**src/rtl/bit_serial_subtractor.sv**
```systemverilog
// Bit-serial subtractor: diff = a - b - bin, one bit per clock through a single
// full-adder cell, computed as a + ~b + ~bin with a start/done handshake.
module bit_serial_subtractor #(
    parameter int WIDTH = 8
) (
    input  logic             clk,
    input  logic             rst,
    input  logic             start,
    input  logic [WIDTH-1:0] a,
    input  logic [WIDTH-1:0] b,
    input  logic             bin,
    output logic [WIDTH-1:0] diff,
    output logic             bout,
    output logic             ovf,
    output logic             busy,
    output logic             done,
    output logic [1:0]       dbg_state
);

    // Handshake: start is a request honoured only in IDLE (no queuing, no restart);
    // done is a one-cycle pulse, and diff/bout/ovf stay valid until the next result load.

    localparam int CW = (WIDTH > 2) ? $clog2(WIDTH) : 1;
    localparam logic [CW-1:0] LAST = CW'(WIDTH - 1);

    typedef enum logic [1:0] {
        IDLE  = 2'd0,
        SHIFT = 2'd1,
        DONE  = 2'd2
    } state_t;

    state_t state, state_next;

    logic [WIDTH-1:0] a_sh;
    logic [WIDTH-1:0] b_sh;
    logic [WIDTH-1:0] p_sh;
    logic [CW-1:0]    count;
    logic             carry;
    logic             a_msb;
    logic             b_msb;

    logic             sum_bit;
    logic             carry_nxt;
    logic [WIDTH-1:0] p_next;
    logic             last_bit;

    assign sum_bit   = a_sh[0] ^ b_sh[0] ^ carry;
    assign carry_nxt = (a_sh[0] & b_sh[0]) | (a_sh[0] & carry) | (b_sh[0] & carry);
    assign p_next    = {sum_bit, p_sh[WIDTH-1:1]};
    assign last_bit  = (count == LAST);

    always_comb begin
        state_next = state;
        case (state)
            IDLE:    if (start) state_next = SHIFT;
            SHIFT:   if (last_bit) state_next = DONE;
            DONE:    state_next = IDLE;
            default: state_next = IDLE;
        endcase
    end

    always_ff @(posedge clk) begin
        if (rst) begin
            state <= IDLE;
            busy  <= 1'b0;
            done  <= 1'b0;
        end else begin
            state <= state_next;
            busy  <= (state_next == SHIFT);
            done  <= (state_next == DONE);
        end
    end

    always_ff @(posedge clk) begin
        if (rst) begin
            a_sh  <= '0;
            b_sh  <= '0;
            p_sh  <= '0;
            count <= '0;
            carry <= 1'b0;
            a_msb <= 1'b0;
            b_msb <= 1'b0;
            diff  <= '0;
            bout  <= 1'b0;
            ovf   <= 1'b0;
        end else begin
            case (state)
                IDLE: begin
                    if (start) begin
                        a_sh  <= a;
                        b_sh  <= ~b;
                        p_sh  <= '0;
                        carry <= ~bin;
                        count <= '0;
                        a_msb <= a[WIDTH-1];
                        b_msb <= b[WIDTH-1];
                    end
                end
                SHIFT: begin
                    a_sh  <= {1'b0, a_sh[WIDTH-1:1]};
                    b_sh  <= {1'b0, b_sh[WIDTH-1:1]};
                    p_sh  <= p_next;
                    carry <= carry_nxt;
                    count <= last_bit ? '0 : count + 1'b1;
                    // Final bit: the result is taken from p_next so it includes this cycle's sum.
                    if (last_bit) begin
                        diff <= p_next;
                        bout <= ~carry_nxt;
                        ovf  <= (a_msb != b_msb) && (sum_bit != a_msb);
                    end
                end
                default: ;
            endcase
        end
    end

    assign dbg_state = state;

endmodule

```
**config.mk**
```make
export PLATFORM = sky130hd
export DESIGN_NAME = bit_serial_subtractor
export DESIGN_NICKNAME = d
export VERILOG_FILES = /design/src/rtl/bit_serial_subtractor.sv
export SDC_FILE = /design/constraint.sdc
export NUM_CORES = 1
export LEC_CHECK = 0
export BUFFER_PORTS_ARGS = -buffer_cell sky130_fd_sc_hd__buf_2
export CAP_MARGIN = 20
export CORE_ASPECT_RATIO = 0.75
export CORE_MARGIN = 2
export CORE_UTILIZATION = 53
export DETAILED_ROUTE_END_ITERATION = 8
export GPL_TIMING_DRIVEN = 0
export PLACE_DENSITY = 0.85
export REMOVE_ABC_BUFFERS = 1
export SYNTH_ARGS = -nofsm -noshare
export SYNTH_HDL_FRONTEND = slang
export SYNTH_SLANG_ARGS = --single-unit
```
**constraint.sdc**
```tcl
create_clock -name clk -period 2.15 [get_ports clk]
set_clock_uncertainty 0.15 [all_clocks]
set_input_delay 0.3225 -clock clk [delete_from_list [all_inputs] [get_ports clk]]
set_output_delay 0.3225 -clock clk [all_outputs]
set_load 0.01 [all_outputs]
```
==> results of run 1 <==
==> area by class of cell <==
| type | count | share of cell area [%] |
|---|---|---|
| multi-input cells | 135 | 40.7 |
| well taps | 38 | 2.42 |
| repair buffers | 33 | 8.42 |
| clock buffers | 7 | 3.89 |
| clock inverters | 1 | 0.255 |
| inverters | 2 | 0.383 |
| flip-flops and latches | 43 | 43.9 |
==> layout by cell type, fill, tap and decap left out, types with 2 or more instances in the layout <==
| cell type | instances |
|---|---|
| mux2i_1 | 8 |
| ha_1 | 2 |
| a22oi_1 | 10 |
| clkbuf_8 | 5 |
| buf_2 | 33 |
| clkbuf_1 | 2 |
| inv_1 | 2 |
| a211oi_1 | 8 |
| dfxtp_1 | 42 |
| a21oi_1 | 18 |
| o21ai_1 | 2 |
| nor2_1 | 33 |
| o21ai_0 | 6 |
| and2_1 | 8 |
| nand2_1 | 24 |
| nand3b_1 | 2 |
==> cell families (layout without fill, tap and decap cells) <==
family / after synthesis / in the layout
DFF: 43 / 43
and+or+nand+nor: 75 / 75
adders and majority gates: 3 / 3
AOI/OAI and AO/OA: 49 / 49
muxes: 8 / 8
buffers and inverters: 16 / 43
==> synth_stat cells <==
| master | n | area, um2 |
|---|---|---|
| nor4b_1 | 1 | 8.76 |
| mux2i_1 | 8 | 80.1 |
| ha_1 | 2 | 25.0 |
| fa_1 | 1 | 20.0 |
| nor3b_4 | 1 | 18.8 |
| a21oi_1 | 18 | 90.1 |
| dfxtp_1 | 43 | 861 |
| buf_2 | 7 | 35.0 |
| and3b_1 | 1 | 8.76 |
| a22oi_1 | 10 | 75.1 |
| nor2_1 | 33 | 124 |
| a211oi_2 | 1 | 12.5 |
| buf_4 | 2 | 15.0 |
| o21ba_2 | 1 | 10.0 |
| a211oi_1 | 8 | 60.1 |
| o21ai_1 | 2 | 10.0 |
| o21ai_0 | 6 | 30.0 |
| nor3_1 | 1 | 5.00 |
| a311oi_2 | 1 | 15.0 |
| nand3b_1 | 2 | 15.0 |
| nor2b_1 | 1 | 6.26 |
| or3b_2 | 1 | 8.76 |
| a32oi_1 | 1 | 8.76 |
| nand2b_1 | 1 | 6.26 |
| nand2_1 | 24 | 90.1 |
| o21bai_2 | 1 | 11.3 |
| inv_1 | 2 | 7.51 |
| and2_1 | 8 | 50.1 |
| or3b_1 | 1 | 8.76 |
| clkbuf_1 | 5 | 18.8 |
==> how the worst max path moves through the flow <==
| stage | end | depth (start not counted) |
|---|---|---|
| 4_1_cts | ovf | 3 |
| 2_1_floorplan | ovf | 3 |
| 3_5_place_dp | p_sh[4] | 3 |
| 6_report | p_sh[5] | 3 |
| 5_1_grt | p_sh[5] | 3 |
| 3_3_place_gp | p_sh[6] | 3 |
==> through the flow <==
stage          worst slack [ns]  hold slack [ns]  cells  cell area, um2  setup TNS (ns)
2_1_floorplan             0.197            0.237    180            1670               0
3_3_place_gp             -0.120            0.285    251            1880           -1.93
3_5_place_dp             -0.119            0.293    251            1880           -1.77
4_1_cts                   0.280            0.134    259            1960               0
5_1_grt                  0.0692            0.148    259            1960               0
6_report                  0.281            0.136    259            1960               0
==> worst max-delay path: cells and delay by family, from the launching register on <==
kind | cells | cell delay, ns
compound gates | 2 | 1.01
simple gates | 1 | 0.13
flops | 1 | 0.50
==> sequential cells by signal, summed over array words and instances (netlist names), 2 cells and up <==
| name | cells |
|---|---|
| diff | 8 |
| dbg_state | 2 |
| p_sh | 7 |
| count | 3 |
| a_sh | 8 |
| b_sh | 8 |
==> routing by layer <==
metal | vias up | GRT usage (%) | wire (um)
li1 | 714 | - | -
met1 | 625 | 22.3 | 1560
met2 | 33 | 30.2 | 1340
met3 | 8 | 4.68 | 152
met4 | 0 | 8.65 | 53
met5 | - | 0 | 0
==> report_power, final <==
group | internal [mW] | switching (mW)
Combinational | 0.0606 | 0.0719
Clock | 0.228 | 0.255
Sequential | 0.829 | 0.0285
Total | 1.12 | 0.355
==> run_results.csv, run 1 <==
group,metric,value,unit
yosys,ys_seq_elements,43,
hold_path,hp-class,"in2reg",
drt,wl_per_cell,12.0,um
critical_path,cp.required,2.22,ns
critical_path,start_kind,"register",
critical_path,critPathKind,"reg2reg",
clock_network,path_clk_slew,0.07,ns
clock_network,htree_levels,2,
critical_path,reg2reg_to,"p_sh[5]",
final_layout,seq_area,862,um2
yosys,netlist_area,1740,um2
clock_network,cts-root-buf,"clkbuf_8",
placement,dpl.hpwl,2040,um
yosys,yosys.area_share.xor_xnor,0,%
critical_path,max_stage_delay,0.80,ns
drt,drtAntennaViolNets,0,
sta,fin_crit,1.87,ns
die,num_rows,17,
die,core-area,3020,um2
global_routing,first_global_vias,1226,
yosys,synthAdderAreaFrac,2.60,%
critical_path,crit_start,"dbg_state[0]",
drt,viasPerCell,5.33,
yosys,muxShareOfSynthArea,4.61,%
sta,slew-limit-headroom,39.8,%
drt,dr.pass1.iters,4,
clock_network,cts_buffers,5,
pwr,p_leak,0.805,nW
drt,drc_errors,0,
final_layout,post-route-util,65.0,%
sta,final-setup-viol-count,0,
die,die_w,70.1,um
outcome,status,"complete, no violations",
global_routing,grt_usage,18.0,%
yosys,ys_warn_count,0,
yosys,yosys.area_share.simple,20.2,%
clock_network,ctsResizeCount,1,
critical_path,critPathArrivalTime,1.94,ns
hold_path,min_to,"a_sh[7]",
sta,hold_viol_final,0,
sta,period_share,86.9,%
yosys,synth.distinct_cells,30,
final_layout,layout.nets,243,
critical_path,worst_setup_path_end_kind,"register",
drt,wl,3110,um
final_layout,fillers,260,
hold_path,hp-start,"a[7]",
pwr,cellPowerDensity,750,nW/um2
critical_path,critPathSlowestCell,"o21bai_2",
global_routing,grt_pass1_wl,5240,um
hold_path,holdPathStages,3,
die,start_util,57.5,%
clock_network,cts_sinks,43,
global_routing,overflow,0,
run,maxCapViolCount,0,
sta,tightest_slew,0.903,ns
yosys,synth_top_family_by_area,"simple AND/OR/NAND/NOR gates",
clock_network,post-cts-setup-buffer-count,0,
yosys,postSynthCellCount,194,
placement,place.gp.congestion,0.736,
pwr,p_total,1.47,mW
critical_path,worst-r2r-cell-count,3,
critical_path,r2r_slack,0.28,ns
clock_network,clock_latency,0.29,ns
placement,io_buffers,33,
clock_network,cts_tree,"built",
sta,timing.fmax,535,MHz
clock_network,clockBufferDepth,2,
pwr,irDropWorstVdd,560,uV
die,die_y,53.6,um
final_layout,num_antenna_cells,0,
critical_path,critPathMaxFanout,34,
clock_network,cts_hold_buf,0,
final_layout,multi_input_area,798,um2
critical_path,worstPathCellList,"o21bai_2 -> a22oi_1 -> nor2_1",
yosys,synth_compound_area_share,18.6,%
drt,first_iter_violations,80,
global_routing,antenna_found_initial,0,
die,ios,34,
yosys,syn-mean-instance-area,8.95,um2
final_layout,drive_gt1_share,20.8,%
critical_path,reg2reg_from,"dbg_state[0]",
yosys,ys_seq_area_share,49.6,%
die,dieArea,3750,um2
sta,rsz0062_at_grt,"no",
drt,via_count,1380,
final_layout,area_delta_synth_final,13.0,%
global_routing,grt_max_degree,44,
sta,maxSlewViolCount,0,
(Power assumes the default switching activity.)
==> run 2, diff against run 1 <==
--- a/config.mk
+++ b/config.mk
@@ -5,14 +5,15 @@
 export SDC_FILE = /design/constraint.sdc
 export NUM_CORES = 1
 export LEC_CHECK = 0
+export ABC_AREA = 1
 export BUFFER_PORTS_ARGS = -buffer_cell sky130_fd_sc_hd__buf_2
 export CAP_MARGIN = 20
 export CORE_ASPECT_RATIO = 0.75
 export CORE_MARGIN = 2
-export CORE_UTILIZATION = 53
+export CORE_UTILIZATION = 54
 export DETAILED_ROUTE_END_ITERATION = 8
 export GPL_TIMING_DRIVEN = 0
-export PLACE_DENSITY = 0.85
+export PLACE_DENSITY = 0.86
 export REMOVE_ABC_BUFFERS = 1
 export SYNTH_ARGS = -nofsm -noshare
 export SYNTH_HDL_FRONTEND = slang
==> run 2 against run 1 <==
Via count grew 14%. Flip-flop and latch count is the same. Combinational power grew 22%. Sequential share of layout area shrank 2.3 points. Critical endpoint is now a_sh[0].
==> run_results.csv, run 2 <==
group,metric,value,unit
pwr,p_leak,1.04,nW
yosys,synth.top_cell.area_share,47.1,%
sta,timing.fmax,546,MHz
final_layout,reg.largest.list,"a_sh x8, b_sh x8, diff x8",
drt,wl,3390,um
clock_network,clockBufferDepth,2,
clock_network,htree_levels,2,
yosys,synth_flop_cell,"dfxtp_1",
clock_network,clock_latency,0.30,ns
drt,first_iter_violations,86,
critical_path,worst_setup_path_end_kind,"register",
sta,rsz0062_at_grt,"no",
critical_path,cp.required,2.19,ns
sta,period_share,85.3,%
final_layout,area_delta_synth_final,13.1,%
clock_network,cts_sinks,43,
sta,hold_slack,0.159,ns
final_layout,num_antenna_cells,0,
drt,viasPerCell,4.73,
global_routing,antenna_found_initial,0,
clock_network,cts_hold_buf,0,
yosys,ys_seq_elements,43,
global_routing,grt_max_degree,30,
die,ios,34,
yosys,ys_warn_count,0,
placement,dpl.hpwl,2250,um
yosys,ys_seq_area_share,47.1,%
global_routing,overflow,0,
drt,via_count,1572,
sta,maxSlewViolCount,0,
final_layout,final_common_cell,"nor2_1",
sta,hold_viol_final,0,
yosys,yosysMostFrequentCell,"nor2_1",
run,maxCapViolCount,0,
yosys,netlist_top_cells_count,"nor2_1 (65), nand2_1 (63), dfxtp_1 (43)",
sta,tightest_slew,1.05,ns
yosys,synth.distinct_cells,18,
global_routing,first_global_vias,1202,
pwr,irDropWorstVdd,466,uV
drt,wl_per_cell,10.2,um
clock_network,path_clk_slew,0.08,ns
yosys,synthArstFlopShare,0,%
critical_path,critPathArrivalTime,1.87,ns
placement,place.gp.congestion,0.811,
die,die_y,54.4,um
sta,fin_tns_setup,0,ns
clock_network,cts_buffers,5,
critical_path,critPathMaxFanout,29,
die,num_rows,18,
die,die_w,71.2,um
global_routing,grt_pass1_wl,5310,um
yosys,synth-edff-count,0,
drt,dr.pass1.iters,4,
drt,drtAntennaViolNets,0,
critical_path,critPathKind,"reg2reg",
sta,slew-limit-headroom,29.4,%
clock_network,cts-root-buf,"clkbuf_8",
yosys,netlist_area,1830,um2
yosys,synth.largest_area_cell,"dfxtp_1",
yosys,syn-mean-instance-area,6.92,um2
hold_path,hp-class,"in2reg",
final_layout,drive_gt1_share,14.7,%
placement,io_buffers,33,
yosys,yosys-top-cells-area,"dfxtp_1 (47%), nor2_1 (13%), nand2_1 (13%), o21ai_0 (6.3%), inv_1 (6.0%)",
final_layout,layout.nets,314,
yosys,postSynthCellCount,264,
placement,dp.cells,324,
pwr,cellPowerDensity,759,nW/um2
outcome,status,"complete, no violations",
sta,fin_crit,1.83,ns
clock_network,cts_tree,"built",
critical_path,start_kind,"register",
die,core-area,3270,um2
global_routing,grt_usage,18.1,%
die,dieArea,3870,um2
drt,drc_errors,0,
sta,final-setup-viol-count,0,
die,start_util,56.0,%
final_layout,final_cell_mix,"nor2_1 (65), nand2_1 (61), dfxtp_1 (43)",
critical_path,r2r_slack,0.32,ns
final_layout,layout.cells.non_filler,332,
-- run 2: changes by cell type after synthesis, sizes merged, moves of 4 or more --
cell / previous run / this run
nor2: 33 / 66
a211oi: 9 / 0
o21ai: 8 / 24
and2: 8 / 0
nand3: 0 / 6
inv: 2 / 29
a21oi: 18 / 14
mux2i: 8 / 0
a22oi: 10 / 0
nand2: 24 / 63
-- run 2: final timing paths --
kind                startpoint  cells past startpoint      end
setup / recovery  dbg_state[1]                      5  a_sh[0]
hold / removal            b[7]                      4  b_sh[7]
setup reg to reg  dbg_state[1]                      5  a_sh[0]
hold reg to reg        b_sh[7]                      2  b_sh[7]
-- run 2: routing by layer --
| metal | part of all wire, % | GRT usage, % | up-vias |
|---|---|---|---|
| met1 | 50 | 23.9 | 677 |
| met5 | 0 | 0 | - |
| met2 | 43 | 27.9 | 31 |
| met3 | 4.5 | 4.05 | 7 |
| met4 | 2.4 | 10.4 | 0 |
| li1 | - | - | 857 |
-- run 2: repair_timing --
item / 4_1_cts / 5_1_grt
gates resized for setup: 1 / 1
setup endpoints to repair: 13 / 13
pin swaps: 0 / 0
buffers inserted: 0 / 0
-- run 2: cell families after synthesis --
logic type	share of synthesized area, %
compound gates	11.2
fa+ha+maj	2.46
buf+inv	10.4
flops	47.1
simple gates	28.8
-- run 2: area by class of cell --
| class | count | area, um2 |
|---|---|---|
| inverters | 29 | 109 |
| well taps | 40 | 50.0 |
| multi-input cells | 179 | 782 |
| clock buffers | 8 | 100 |
| repair buffers | 33 | 165 |
| fillers | 298 | 1200 |
| flip-flops and latches | 43 | 861 |
-- run 2: where the power goes --
group          switching, mW  internal [mW]  leakage, nW
sequential            0.0194          0.831        0.352
combinational          0.102         0.0594        0.634
clock                  0.264          0.293       0.0515
total                  0.385           1.18         1.04
-- run 2: worst max-delay path, stage by stage (launching register included) --
cell,delay (ns)
dfxtp_1,0.36
inv_1,0.08
nand2_2,0.41
nand2_2,0.37
o21ai_0,0.27
nor2_1,0.06
-- run 2: stage by stage --
step	util, %	area (um2)	total power, mW	worst slack (ns)
after floorplan	-	1750	0.975	0.107
after global placement	60.1	1960	1.02	-0.333
after detailed placement	60.1	1960	1.03	-0.294
after CTS	63.2	2060	1.58	0.0746
after global routing	63.3	2070	1.64	0.113
final	63.3	2070	1.57	0.317
